File: config.mk
export PLATFORM = sky130hd
export DESIGN_NAME = bin_to_bcd_serial
export DESIGN_NICKNAME = d
export VERILOG_FILES = /design/src/rtl/bin_to_bcd_serial_pkg.sv /design/src/rtl/bin_to_bcd_serial_add3.sv /design/src/rtl/bin_to_bcd_serial.sv
export SDC_FILE = /design/constraint.sdc
export NUM_CORES = 1
export LEC_CHECK = 0
export CAP_MARGIN = 0
export CELL_PAD_IN_SITES_DETAIL_PLACEMENT = 1
export CELL_PAD_IN_SITES_GLOBAL_PLACEMENT = 2
export CORE_ASPECT_RATIO = 0.6
export CORE_MARGIN = 2
export CORE_UTILIZATION = 31
export DETAILED_ROUTE_END_ITERATION = 8
export GPL_TIMING_DRIVEN = 0
export HOLD_SLACK_MARGIN = 0.1
export PLACE_DENSITY = 0.75
export SYNTH_ARGS = -nofsm -noshare
export SYNTH_HDL_FRONTEND = slang
export SYNTH_SLANG_ARGS = --single-unit
File: constraint.sdc
create_clock -name clk -period 1.4 [get_ports clk]
set_clock_uncertainty 0.05 [all_clocks]
set_input_delay 0.21 -clock clk [delete_from_list [all_inputs] [get_ports clk]]
set_output_delay 0.21 -clock clk [all_outputs]
set_load 0.02 [all_outputs]
File: src/rtl/bin_to_bcd_serial_pkg.sv
// -----------------------------------------------------------------------------
// bin_to_bcd_serial_pkg
// Shared definitions for the serial double-dabble binary-to-BCD converter:
//   - BCD_DIGIT_W : width of one packed BCD digit
//   - state_t     : converter FSM encoding (IDLE / SHIFT / DONE)
//   - clog2       : ceiling log2, used to size the bit counter
//   - pow10       : 10^n, used for the saturation limit when
//                   BIN_TO_BCD_OVERFLOW_SAT_EN is defined
// -----------------------------------------------------------------------------
package bin_to_bcd_serial_pkg;

  localparam int BCD_DIGIT_W = 4;

  typedef enum logic [1:0] {
    ST_IDLE  = 2'd0,
    ST_SHIFT = 2'd1,
    ST_DONE  = 2'd2
  } state_t;

  // Ceiling log2; returns 0 for value <= 1.
  function automatic int clog2(input int value);
    int result;
    longint unsigned span;
    result = 0;
    span   = 1;
    for (int i = 0; i < 64; i++) begin
      if (span < longint'(value)) begin
        result = i + 1;
        span   = span << 1;
      end
    end
    return result;
  endfunction

  // 10^n in 64 bits; enough headroom to hold the limit for any digit count
  // that a 32-bit input can actually reach.
  function automatic logic [63:0] pow10(input int n);
    logic [63:0] acc;
    acc = 64'd1;
    for (int i = 0; i < n; i++) begin
      acc = acc * 64'd10;
    end
    return acc;
  endfunction

endpackage

File: src/rtl/bin_to_bcd_serial_add3.sv
// -----------------------------------------------------------------------------
// bcd_add3_digit
// Combinational double-dabble correction for a single BCD digit: adds 3 when
// the digit is 5 or more, so the following left shift carries correctly into
// the next decade.
//   digit_i : current 4-bit scratch digit
//   digit_o : corrected digit (digit_i + 3 if digit_i >= 5, else digit_i)
// -----------------------------------------------------------------------------
module bcd_add3_digit
  import bin_to_bcd_serial_pkg::*;
(
  input  logic [BCD_DIGIT_W-1:0] digit_i,
  output logic [BCD_DIGIT_W-1:0] digit_o
);

  always_comb begin
    digit_o = digit_i;
    if (digit_i >= 4'd5) begin
      digit_o = digit_i + 4'd3;
    end
  end

endmodule

File: src/rtl/bin_to_bcd_serial.sv
// -----------------------------------------------------------------------------
// bin_to_bcd_serial
// Sequential double-dabble converter, one input bit per clock. Feeds the
// seven-segment driver's value bus directly (digit 0 in the low nibble).
//
// Parameters:
//   IN_WIDTH : binary input width (1..32)
//   DIGITS   : number of BCD digits produced
// Ports:
//   clk      : clock, rising edge
//   rst      : asynchronous active-high reset
//   in_data  : unsigned binary value, sampled when in_valid && in_ready
//   in_valid : in_data is valid
//   in_ready : converter idle, will accept in_data
//   bcd      : packed BCD result, digit k in bcd[4k+3:4k]; held between
//              conversions
//   done     : one-cycle pulse, bcd was updated on this edge
//   overflow : only with BIN_TO_BCD_OVERFLOW_SAT_EN; input exceeded
//              10^DIGITS-1 and bcd was saturated to all nines
//
// Build option: define BIN_TO_BCD_OVERFLOW_SAT_EN to saturate instead of
// wrapping modulo 10^DIGITS.
// -----------------------------------------------------------------------------
module bin_to_bcd_serial
  import bin_to_bcd_serial_pkg::*;
#(
  parameter int IN_WIDTH = 10,
  parameter int DIGITS   = 3
) (
  input  logic                          clk,
  input  logic                          rst,
  input  logic [IN_WIDTH-1:0]           in_data,
  input  logic                          in_valid,
  output logic                          in_ready,
  output logic [BCD_DIGIT_W*DIGITS-1:0] bcd,
  output logic                          done
`ifdef BIN_TO_BCD_OVERFLOW_SAT_EN
  ,
  output logic                          overflow
`endif
);

  localparam int SCR_W = BCD_DIGIT_W * DIGITS;
  localparam int CNT_W = (IN_WIDTH > 1) ? clog2(IN_WIDTH) : 1;
  localparam logic [CNT_W-1:0] CNT_LOAD = CNT_W'(IN_WIDTH - 1);

  state_t               state_q,   state_d;
  logic [IN_WIDTH-1:0]  shift_q,   shift_d;
  logic [SCR_W-1:0]     scratch_q, scratch_d;
  logic [CNT_W-1:0]     cnt_q,     cnt_d;
  logic [SCR_W-1:0]     bcd_q,     bcd_d;
  logic                 done_q,    done_d;
  logic [SCR_W-1:0]     scratch_adj;

`ifdef BIN_TO_BCD_OVERFLOW_SAT_EN
  localparam logic [63:0] SAT_LIMIT = pow10(DIGITS) - 64'd1;
  localparam logic [SCR_W-1:0] ALL_NINES = {DIGITS{4'd9}};

  // Decision is taken at capture time so the shift register can be consumed
  // freely during SHIFT.
  logic ovf_pend_q, ovf_pend_d;
  logic ovf_q,      ovf_d;
`endif

  // Per-digit add-3 correction applied before every shift.
  for (genvar gi = 0; gi < DIGITS; gi++) begin : g_digit
    bcd_add3_digit u_add3 (
      .digit_i (scratch_q[gi*BCD_DIGIT_W +: BCD_DIGIT_W]),
      .digit_o (scratch_adj[gi*BCD_DIGIT_W +: BCD_DIGIT_W])
    );
  end

  always_comb begin
    state_d   = state_q;
    shift_d   = shift_q;
    scratch_d = scratch_q;
    cnt_d     = cnt_q;
    bcd_d     = bcd_q;
    done_d    = 1'b0;
`ifdef BIN_TO_BCD_OVERFLOW_SAT_EN
    ovf_pend_d = ovf_pend_q;
    ovf_d      = ovf_q;
`endif

    unique case (state_q)
      ST_IDLE: begin
        if (in_valid) begin
          shift_d   = in_data;
          scratch_d = '0;
          cnt_d     = CNT_LOAD;
          state_d   = ST_SHIFT;
`ifdef BIN_TO_BCD_OVERFLOW_SAT_EN
          ovf_pend_d = (64'(in_data) > SAT_LIMIT);
`endif
        end
      end

      ST_SHIFT: begin
        // {scratch, shift} <<= 1; anything leaving the top digit is dropped,
        // which is what gives the modulo-10^DIGITS result.
        scratch_d = {scratch_adj[SCR_W-2:0], shift_q[IN_WIDTH-1]};
        shift_d   = shift_q << 1;
        cnt_d     = cnt_q - 1'b1;
        if (cnt_q == '0) begin
          state_d = ST_DONE;
        end
      end

      ST_DONE: begin
        bcd_d   = scratch_q;
        done_d  = 1'b1;
        state_d = ST_IDLE;
`ifdef BIN_TO_BCD_OVERFLOW_SAT_EN
        ovf_d = ovf_pend_q;
        if (ovf_pend_q) begin
          bcd_d = ALL_NINES;
        end
`endif
      end

      default: begin
        state_d = ST_IDLE;
      end
    endcase
  end

  always_ff @(posedge clk or posedge rst) begin
    if (rst) begin
      state_q   <= ST_IDLE;
      shift_q   <= '0;
      scratch_q <= '0;
      cnt_q     <= '0;
      bcd_q     <= '0;
      done_q    <= 1'b0;
`ifdef BIN_TO_BCD_OVERFLOW_SAT_EN
      ovf_pend_q <= 1'b0;
      ovf_q      <= 1'b0;
`endif
    end else begin
      state_q   <= state_d;
      shift_q   <= shift_d;
      scratch_q <= scratch_d;
      cnt_q     <= cnt_d;
      bcd_q     <= bcd_d;
      done_q    <= done_d;
`ifdef BIN_TO_BCD_OVERFLOW_SAT_EN
      ovf_pend_q <= ovf_pend_d;
      ovf_q      <= ovf_d;
`endif
    end
  end

  assign in_ready = (state_q == ST_IDLE);
  assign bcd      = bcd_q;
  assign done     = done_q;
`ifdef BIN_TO_BCD_OVERFLOW_SAT_EN
  assign overflow = ovf_q;
`endif

endmodule

==> results summary <==
The flow ran to the end, but the final reports show violations. The final reports fail on negative setup slack. The power per standard cell area is 2320 mW/mm2. The initialized floorplan defines 21 standard-cell rows. The all-layer global routing usage is 0.149. Once detailed placement completed, the half-perimeter wirelength came to 3020 um. STA classifies the critical path endpoint as a register.

The category of cells accounting for the largest share of critical-path delay is flip-flops. The maximum frequency from static timing analysis is 712 MHz. The final number of hold-violating endpoints is 0. The predominant post-synthesis flop cell is dfrtp_1. The root buffer cell chosen for the clock tree is clkbuf_8. The final weighted congestion of routability-driven global placement came out at 0.732. The biggest area contributor in the post-synthesis netlist is dfrtp_1.

The total power came out at 6.33 mW. The final-report max-slew violation count is 0. The final cycle utilization of the critical path is 1.00. The pin count of the biggest net entering global routing came out at 42. VDD sags by at most 750 uV.

The number of buffers inserted during clock tree synthesis came out at 5. The sum of buffers and inverters on the critical path came out at 2. The die width came out at 104 um. The floorplan step defined a core boundary enclosing 0.00568 mm2.

Counting every instance in the synthesized netlist gives 170. The endpoint required time on the critical path is 1550 ps. The signed area change from the synthesized netlist to the final layout is 46.6%. The residual antenna-violating net count after detailed routing is 0. The number of global-route vias before repair is 1534. The total iterations of the first detailed-routing run is 4.

The filler cell count is 644. Summing all flip-flop and latch instances after layout gives 0.00103 mm2. The worst-case setup margin in the final layout is -4.86 ps.

In the post-synthesis netlist, the biggest area contributors are dfrtp_1 55%, mux2_2 7.3%, nand2_1 6.2%. The number of vias per cell came out at 4.72. The maximum single-stage delay on the critical path came out at 470 ps. The hold buffer count at CTS came out at 0. The clock-pin slew of the registers on the worst-case setup and hold paths is 80 ps. In this run the tightest slew margin relative to its limit is 0.424. Of the post-synthesis cell area, the dominant cell type holds 0.551. The maximum fanout count along the critical path is 6. Leaving out fill and tap cells, the most frequent cell in the layout is dfrtp_1. The final routed wirelength across all metal layers is 4640 um. The slowest library cell on the worst path is dfrtp_2.

In this run, the number of DRC markers left after iteration 0 of detailed routing was 20. The number of failing setup endpoints in the final timing report came out at 1. Hold is met by 352 ps.

The async set-reset flop share out of synthesis came out at 1.00. The end-of-flow core utilization came out at 0.481. The top cell types in the final layout, fill and taps aside, are 36 x dfrtp_1, 26 x nand2_1, 17 x buf_4.

The static leakage came out at 1.30 nW. For this block, the via count after detailed routing is 1422. During placement, the flow inserted port buffers numbering 26.

Synthesis inferred 41 register bits. The finished layout holds 301 standard cells, fillers aside. The sort of element at the start of the critical path is a register. The data arrival time of the worst path came out at 1550 ps. For this run the aggregate overflow at the end of global routing stands at 0. The worst hold path belongs to the class in -> async. For this configuration, the core starts out at a cell density of 0.328. The number of cells after detailed placement is 276.

The critical path is of the reg -> reg type. Summing all multi-input logic gate instances after layout gives 991 um2. The detailed-route DRC error count is 0. Yosys mapped the design onto 29 distinct sky130hd cell types. The share of the Yosys chip area taken by registers is 0.551. Yosys mapped a number of flops with a built-in enable equal to 0. The time the final worst path needs with I/O delays and setup came out at 1400 ps. The deepest clock path buffer count is 2. The pre-CTS setup slack is -436 ps. The initial antenna violation count came out at 0. Summing every instance area after synthesis gives 0.00186 mm2.

The number of ports placed on the die boundary is 27. At the later pin of the worst-skew pair, clock insertion delay measures 300 ps. The first-pass GRT wire length is 7680 um. The layout cell share with drive strength beyond 1 is 0.407. The die outline height came out at 64.1 um. The H-tree generated during clock tree synthesis spans 2 levels. The overall die area is 0.00667 mm2.

The layout net count came out at 241. The average wire per cell in the routed design is 15.4 um. TritonCTS built the clock tree. At the pin with the least slew margin, the transition time is 862 ps. The count of synthesis-stage warnings from yosys is 0. Synthesis produced a netlist with a net count of 191.

The antenna diode instance count is 0. Setup repair after global routing could not meet its margin everywhere. Max-cap violations in this run came to 0.

CTS saw 41 sinks. The average size of a mapped cell is 11.0 um2. Walking the worst path, the cells encountered are nor2b_4, buf_6, nor2_4, clkbuf_16, nand2_2, o31ai_1.
-- final timing paths --
kind	from	end	slack, ps	cells after the start
worst min register to register	shift_q[9]$_DFFE_PP0P_	scratch_q[0]$_DFFE_PP0P_	440	2
worst max-delay path	state_q[0]$_DFFE_PP0P_	scratch_q[4]$_DFFE_PP0P_	-5	6
min in group clk	shift_q[9]$_DFFE_PP0P_	scratch_q[0]$_DFFE_PP0P_	440	2
max in group asynchronous	rst	state_q[1]$_DFFE_PP0P_	350	2
worst min-delay path	rst	bcd[0]$_DFFE_PP0P_	350	2
worst max register to register	state_q[0]$_DFFE_PP0P_	scratch_q[4]$_DFFE_PP0P_	-5	6
-- state kept, by name, summed over array words and instances (netlist names) --
register	count
bcd	12
cnt_q	4
done	1
scratch_q	12
shift_q	10
state_q	2
-- cells by family after synthesis --
| family | synth area share |
|---|---|
| simple gates | 0.126 |
| flops | 0.551 |
| compound gates | 0.114 |
| buf+inv | 0.0436 |
| mux | 0.0887 |
| fa+ha+maj | 0.0537 |
| xor+xnor | 0.0235 |
-- power by group --
part	internal (mW)	switching, mW	total [mW]
sequential	1.69	0.467	2.16
clock	0.446	0.415	0.860
combinational	1.66	1.65	3.31
-- routing by layer --
layer,wire [um],global-route usage,up-vias
met2,2190,0.233,20
met3,123,0.0367,6
met5,0,0,-
li1,-,-,680
met4,48,0.0557,0
met1,2280,0.203,716
-- synthesized netlist by cell type (2+ instances only) --
library cell and count:
a31oi_1 2, nand2b_1 4, inv_1 9, nor2b_1 2, dfrtp_1 41, xor2_1 2
o21ai_0 10, nor3_1 5, mux2i_1 3, a22oi_1 9, xnor2_1 3, a22o_1 3
nor2_1 2, buf_2 5, a21oi_1 4, nand3_1 3, mux2_2 12, nand2_1 31
ha_1 8, o31ai_1 3
-- cell type report --
| cell class | count | share of cell area |
|---|---|---|
| plain buffers | 8 | 0.0325 |
| repair buffers | 43 | 0.141 |
| clock inverters | 1 | 0.00183 |
| well taps | 80 | 0.0366 |
| inverters | 9 | 0.0124 |
| clock buffers | 7 | 0.0353 |
| multi-input cells | 112 | 0.363 |
| flip-flops and latches | 41 | 0.378 |
-- repair_timing --
action / CTS / global route
buffers inserted: 10 / 6
gates resized for setup: 51 / 41
pin swaps: 8 / 14
endpoints found under the setup margin: 49 / 34
hold endpoints to repair: 0 / 0
cloned: 0 / 1
-- metrics by stage --
step	setup TNS [ps]	cell area, um2
global route	-906	2730
finish	-4.86	2730
global placement	-38560	2230
CTS	-1.36	2520
detailed placement	-11770	2230
floorplan	0	1870
No activity file was read; power rests on OpenSTA's default activity.
==> variant 1, RTL diff (same flow settings) <==
Build with the macro `BIN_TO_BCD_OVERFLOW_SAT_EN` defined.
--- a/src/rtl/bin_to_bcd_serial.sv
+++ b/src/rtl/bin_to_bcd_serial.sv
@@ -21,6 +21,8 @@
 // Build option: define BIN_TO_BCD_OVERFLOW_SAT_EN to saturate instead of
 // wrapping modulo 10^DIGITS.
 // -----------------------------------------------------------------------------
+`define BIN_TO_BCD_OVERFLOW_SAT_EN
+
 module bin_to_bcd_serial
   import bin_to_bcd_serial_pkg::*;
 #(
Behaviour (old outputs only; new: overflow): no difference found for any inputs over 10 cycles, from zero or initial values and one cycle with rst high; that may be too few to reach the edited logic, so the function may still have changed.
==> variant 1 against the original RTL <==
- hold slack worse by 0.17 ns
- synthesized cell count up 27%
- setup slack improved by 0.038 ns
- sequential cell count grew 2
- total power shrank 5.7%
- count of clock-buffer cells in the layout did not move
- cell area fell by 1.3%
- first-iteration DRC count increased to 2.6 times the old value
- synthesized area grew 11%
- routed wire length grew 19%
- highest routed layer unchanged
==> variant 1: results <==
metrics = {
    "outcome": {
        "run_status": "finished, final reports clean",
    },
    "synthesis": {
        "synth.distinct_cells": 32,
        "synth_warnings": 0,
        "synth_adder_area_share_pct": 4.84,
        "synth.area.top_cells": "dfrtp_1 (52%), nand2_1 (8.4%), o21ai_0 (5.3%)",
        "yosysSeqAreaShare_pct": 52.1,
        "synth_mux_area_share_pct": 0.545,
        "synth-async-reset-ratio_pct": 100,
        "synth_xor_area_share_pct": 2.12,
        "synth_compound_gate_area_share_pct": 14.0,
        "syn_nets": 237,
        "synth-main-ff-cell": "dfrtp_1",
        "synthTopCellsByCount": "nand2_1 (46), dfrtp_1 (43), o21ai_0 (22)",
    },
    "clocking": {
        "root_buffer": "clkbuf_8",
        "clockBufferDepth": 2,
        "clk_pin_slew_ns": 0.09,
        "cts_buffers": 5,
        "clk_latency_ns": 0.31,
        "htreeDepth": 2,
    },
    "route": {
        "drt_iter0_drc": 52,
        "drt-pass1-iter-count": 4,
        "wire_per_inst_um": 16.0,
        "vias_per_cell": 4.78,
    },
    "global_routing": {
        "antenna_found_initial": 0,
        "grt_start_max_net_pins": 25,
        "grt_pass1_vias": 1645,
        "grt_first_pass_wirelength_um": 8770,
        "grt_use_total_pct": 16.1,
    },
    "setup_path": {
        "cp_data_arrival_time_ns": 1.53,
        "reg2reg_slack_ns": 0.03,
        "cp-startpoint": "scratch_q[1]",
        "crit_fanout": 3,
        "endpoint": "scratch_q[4]",
        "ff2ff_path_depth": 6,
    },
    "sta": {
        "worst_pin_slew_ns": 0.465,
        "setup_ws_ns": 0.0331,
    },
    "final_layout": {
        "drive_gt1_share_pct": 23.2,
        "nNetsFinal": 279,
        "diodes": 0,
    },
    "placement": {
        "dp_hpwl_um": 3820,
        "routabilityCongestion": 0.720,
        "place_ws_ns": -0.315,
        "portBuffers": 27,
    },
    "pwr": {
        "p_leak_nw": 1.23,
        "ir_worst_vdd_v": 0.000693,
    },
    "min_path": {
        "hold_class": "in2async",
    },
}
-- variant 1: how the worst min path moves through the flow --
stage | cells past startpoint | slack (ns) | end | start
finish | 2 | 0.18 | scratch_q[11] | rst
global route | 2 | 0.21 | scratch_q[11] | rst
CTS | 2 | 0.19 | scratch_q[11] | rst
detailed placement | 2 | 0.42 | bcd[6] | bcd[6]
global placement | 2 | 0.41 | bcd[11] | bcd[11]
floorplan | 1 | 0.29 | shift_q[0] | in_data[0]
-- variant 1: kinds of logic (layout without fill, tap and decap cells) --
logic type      Yosys count  count (layout)
flops                    43              43
compound gates           47              47
simple gates             90              90
fa+ha+maj                 8               8
buf+inv                  22              65
mux                       1               1
xor+xnor                  5               5
-- variant 1: stage by stage --
step	hold slack [ns]	cells	power [mW]	TNS [ns]	instance area, um^2
3_5_place_dp	0.423	328	4.76	-3.10	2460
2_1_floorplan	0.293	216	3.87	0	2070
3_3_place_gp	0.415	327	4.70	-40.75	2440
6_report	0.184	343	5.97	0	2700
4_1_cts	0.192	341	5.63	0	2580
5_1_grt	0.212	343	6.50	-0.0770	2700
-- variant 1: critical path: stages, from the launching register on --
cell and delay, ns:
dfrtp_1 0.40, inv_2 0.10, ha_1 0.15, nand2b_4 0.13, nor3b_1 0.22, a21oi_1 0.08
o21ai_0 0.16
-- variant 1: layout make-up --
type                            instances  area, um^2
Timing Repair Buffer                   35         320
Sequential cell                        43        1080
Tap cell                               84         105
Clock buffer                            7        76.3
Clock inverter                          1        5.00
Buffer                                 12         105
Multi-Input combinational cell        151         966
Inverter                               10        37.5
Fill cell                             717        3580
-- variant 1: timing repair --
item / CTS / global route
setup buffers: 5 / 2
endpoints found under the setup margin: 26 / 25
pin swaps: 3 / 10
hold endpoints to repair: 0 / 0
hold buffers: 0 / 0
cloned: 0 / 0
resized for setup: 26 / 35
-- variant 1: metal layers --
layer  track usage [%]  wire length (um)  vias to the layer above
met4              5.22                67                        0
met5                 0                 0                        -
met2              22.5              2330                       15
met1              24.4              2950                      810
li1                  -                 -                      809
met3              3.76               147                        7
-- variant 1: where the power goes --
group          internal, mW  switching (mW)
registers              1.77           0.462
clock network         0.351           0.443
logic                  1.36            1.58
total                  3.48            2.49
==> variant 2, RTL diff (same settings) <==
Made on the original files. Make the reset (`rst`) synchronous in one clocked block. Comments in the files are not updated.
--- a/src/rtl/bin_to_bcd_serial.sv
+++ b/src/rtl/bin_to_bcd_serial.sv
@@ -124,7 +124,7 @@
     endcase
   end
 
-  always_ff @(posedge clk or posedge rst) begin
+  always_ff @(posedge clk) begin
     if (rst) begin
       state_q   <= ST_IDLE;
       shift_q   <= '0;
Function: differs if rst is asserted again (counterexample within 4 cycles, from zero or initial values and one cycle with rst high); with rst held inactive, the same outputs for 10 cycles.
==> variant 2 against the original RTL <==
- sequential cell count stayed put
- critical path depth grew 1
- routed wire length is 13% higher
- critical endpoint is now scratch_q[1]
- via count is 17% higher
- setup slack gained 0.024 ns
- synthesized cell count increased by 35%
- cell area shrank 6.1%
- synthesized area up 1.3%
- critical path type unchanged
Power is not compared: it rests on default switching activity, and its combinational part moved more than twofold at a synthesized area within 25%.
==> variant 2: results <==
metrics = {
    "setup_path": {
        "r2r-end": "scratch_q[1]",
        "crit_type": "reg2reg",
        "cp_data_arrival_time_ns": 1.53,
        "ff2ff_path_depth": 7,
        "cp-startpoint": "scratch_q[1]",
        "crit_fanout": 3,
    },
    "final_layout": {
        "diodes": 0,
        "drive_gt1_share_pct": 23.1,
        "fillCellCount": 697,
        "nNetsFinal": 288,
    },
    "outcome": {
        "run_status": "finished, final reports clean",
    },
    "global_routing": {
        "grt_first_pass_wirelength_um": 9000,
        "grt_pass1_vias": 1820,
        "grt_start_max_net_pins": 14,
        "grt_use_total_pct": 17.3,
        "antenna_found_initial": 0,
    },
    "synthesis": {
        "synth.area.top_cells": "dfxtp_1 (43%), a21oi_1 (8.7%), nor2_1 (5.8%)",
        "yosysSeqAreaShare_pct": 43.5,
        "synth.distinct_cells": 30,
        "synth_warnings": 0,
        "synthTopCellsByCount": "dfxtp_1 (41), a21oi_1 (33), nor2_1 (29)",
        "syn_nets": 250,
        "synth-async-reset-ratio_pct": 0,
    },
    "sta": {
        "worst_pin_slew_ns": 0.598,
        "min_period_ns": 1.38,
        "hold_slack_ns": 0.254,
    },
    "clocking": {
        "clockBufferDepth": 2,
        "cts_buffers": 5,
        "clk_latency_ns": 0.30,
        "root_buffer": "clkbuf_8",
        "clk_pin_slew_ns": 0.08,
    },
    "placement": {
        "routabilityCongestion": 0.739,
        "place_ws_ns": -0.441,
        "dp_hpwl_um": 3680,
        "portBuffers": 25,
    },
    "pwr": {
        "ir_worst_vdd_v": 0.000522,
    },
    "route": {
        "wire_per_inst_um": 15.1,
        "vias_per_cell": 4.78,
        "drt_iter0_drc": 95,
    },
    "min_path": {
        "hold_class": "in2reg",
        "worstHoldStart": "rst",
    },
}
## variant 2: changes by cell type in the layout (fill, tap and decap cells not counted), sizes merged, moves of 3 or more
cell   before  now
a22o        3    8
buf        23   15
a22oi       9    4
a21oi       4   33
dfrtp      41    0
nand2      31   25
nor2        3   31
o31ai       3    0
mux2       12    1
inv         9   17
dfxtp       0   41
o22ai       1    5
## variant 2: cell families (layout without fill, tap and decap cells)
group	after synthesis	count (layout)	share of synthesized area (%)
adders and majority gates	8	8	5.30
xor gates and xnor gates	5	5	2.32
buffers and inverters	29	68	6.49
AOI/OAI and AO/OA	67	67	23.0
and+or+nand+nor	75	75	17.2
DFF	41	41	43.5
muxes	4	4	2.19
## variant 2: stage by stage
step / instances / TNS, ns / instance area, um^2 / utilization (%)
finish: 348 / 0 / 2560 / 44.8
global route: 348 / -0.168 / 2560 / 44.8
CTS: 345 / 0 / 2450 / 42.7
detailed placement: 334 / -7.76 / 2240 / 39.1
global placement: 334 / -7.22 / 2240 / 39.1
floorplan: 229 / 0 / 1890 / -
## variant 2: worst min path at each step
stage	to	cells past startpoint
2_1_floorplan	shift_q[1]	2
3_3_place_gp	bcd[8]	2
3_5_place_dp	bcd[11]	2
4_1_cts	shift_q[1]	4
5_1_grt	shift_q[2]	4
6_report	shift_q[1]	4
## variant 2: per-layer routing
layer,track usage (%),vias to the layer above,share of wire (%)
met1,24.7,787,55
met5,0,-,0
met3,4.02,7,2.5
met2,25.4,19,41
met4,6.17,0,1.1
li1,-,851,-
## variant 2: area by class of cell
type / count / area (um^2) / area share [%]
well taps: 80 / 100 / 3.90
clock buffers: 5 / 68.8 / 2.68
plain buffers: 12 / 76.3 / 2.98
multi-input cells: 159 / 1070 / 41.7
clock inverters: 3 / 65.1 / 2.54
inverters: 17 / 68.8 / 2.68
flip-flops and latches: 41 / 838 / 32.7
repair buffers: 31 / 279 / 10.9
## variant 2: critical path: stages (launching register included)
cell and delay [ns]:
dfxtp_2 0.37, inv_4 0.05, ha_4 0.14, nand2b_4 0.14, a21oi_4 0.19, buf_6 0.12
xnor2_1 0.05, a22o_1 0.17
## variant 2: repair_timing
action | in CTS | in global routing
cloned | 0 | 0
gates resized for setup | 40 | 27
buffers inserted | 3 | 3
pin swaps | 4 | 4
setup endpoints to repair | 27 | 16
## variant 2: where the power goes
group	switching, mW	internal (mW)	leakage (nW)
registers	0.0500	1.22	0.339
clock network	0.436	0.709	0.0681
logic	0.236	0.172	0.612
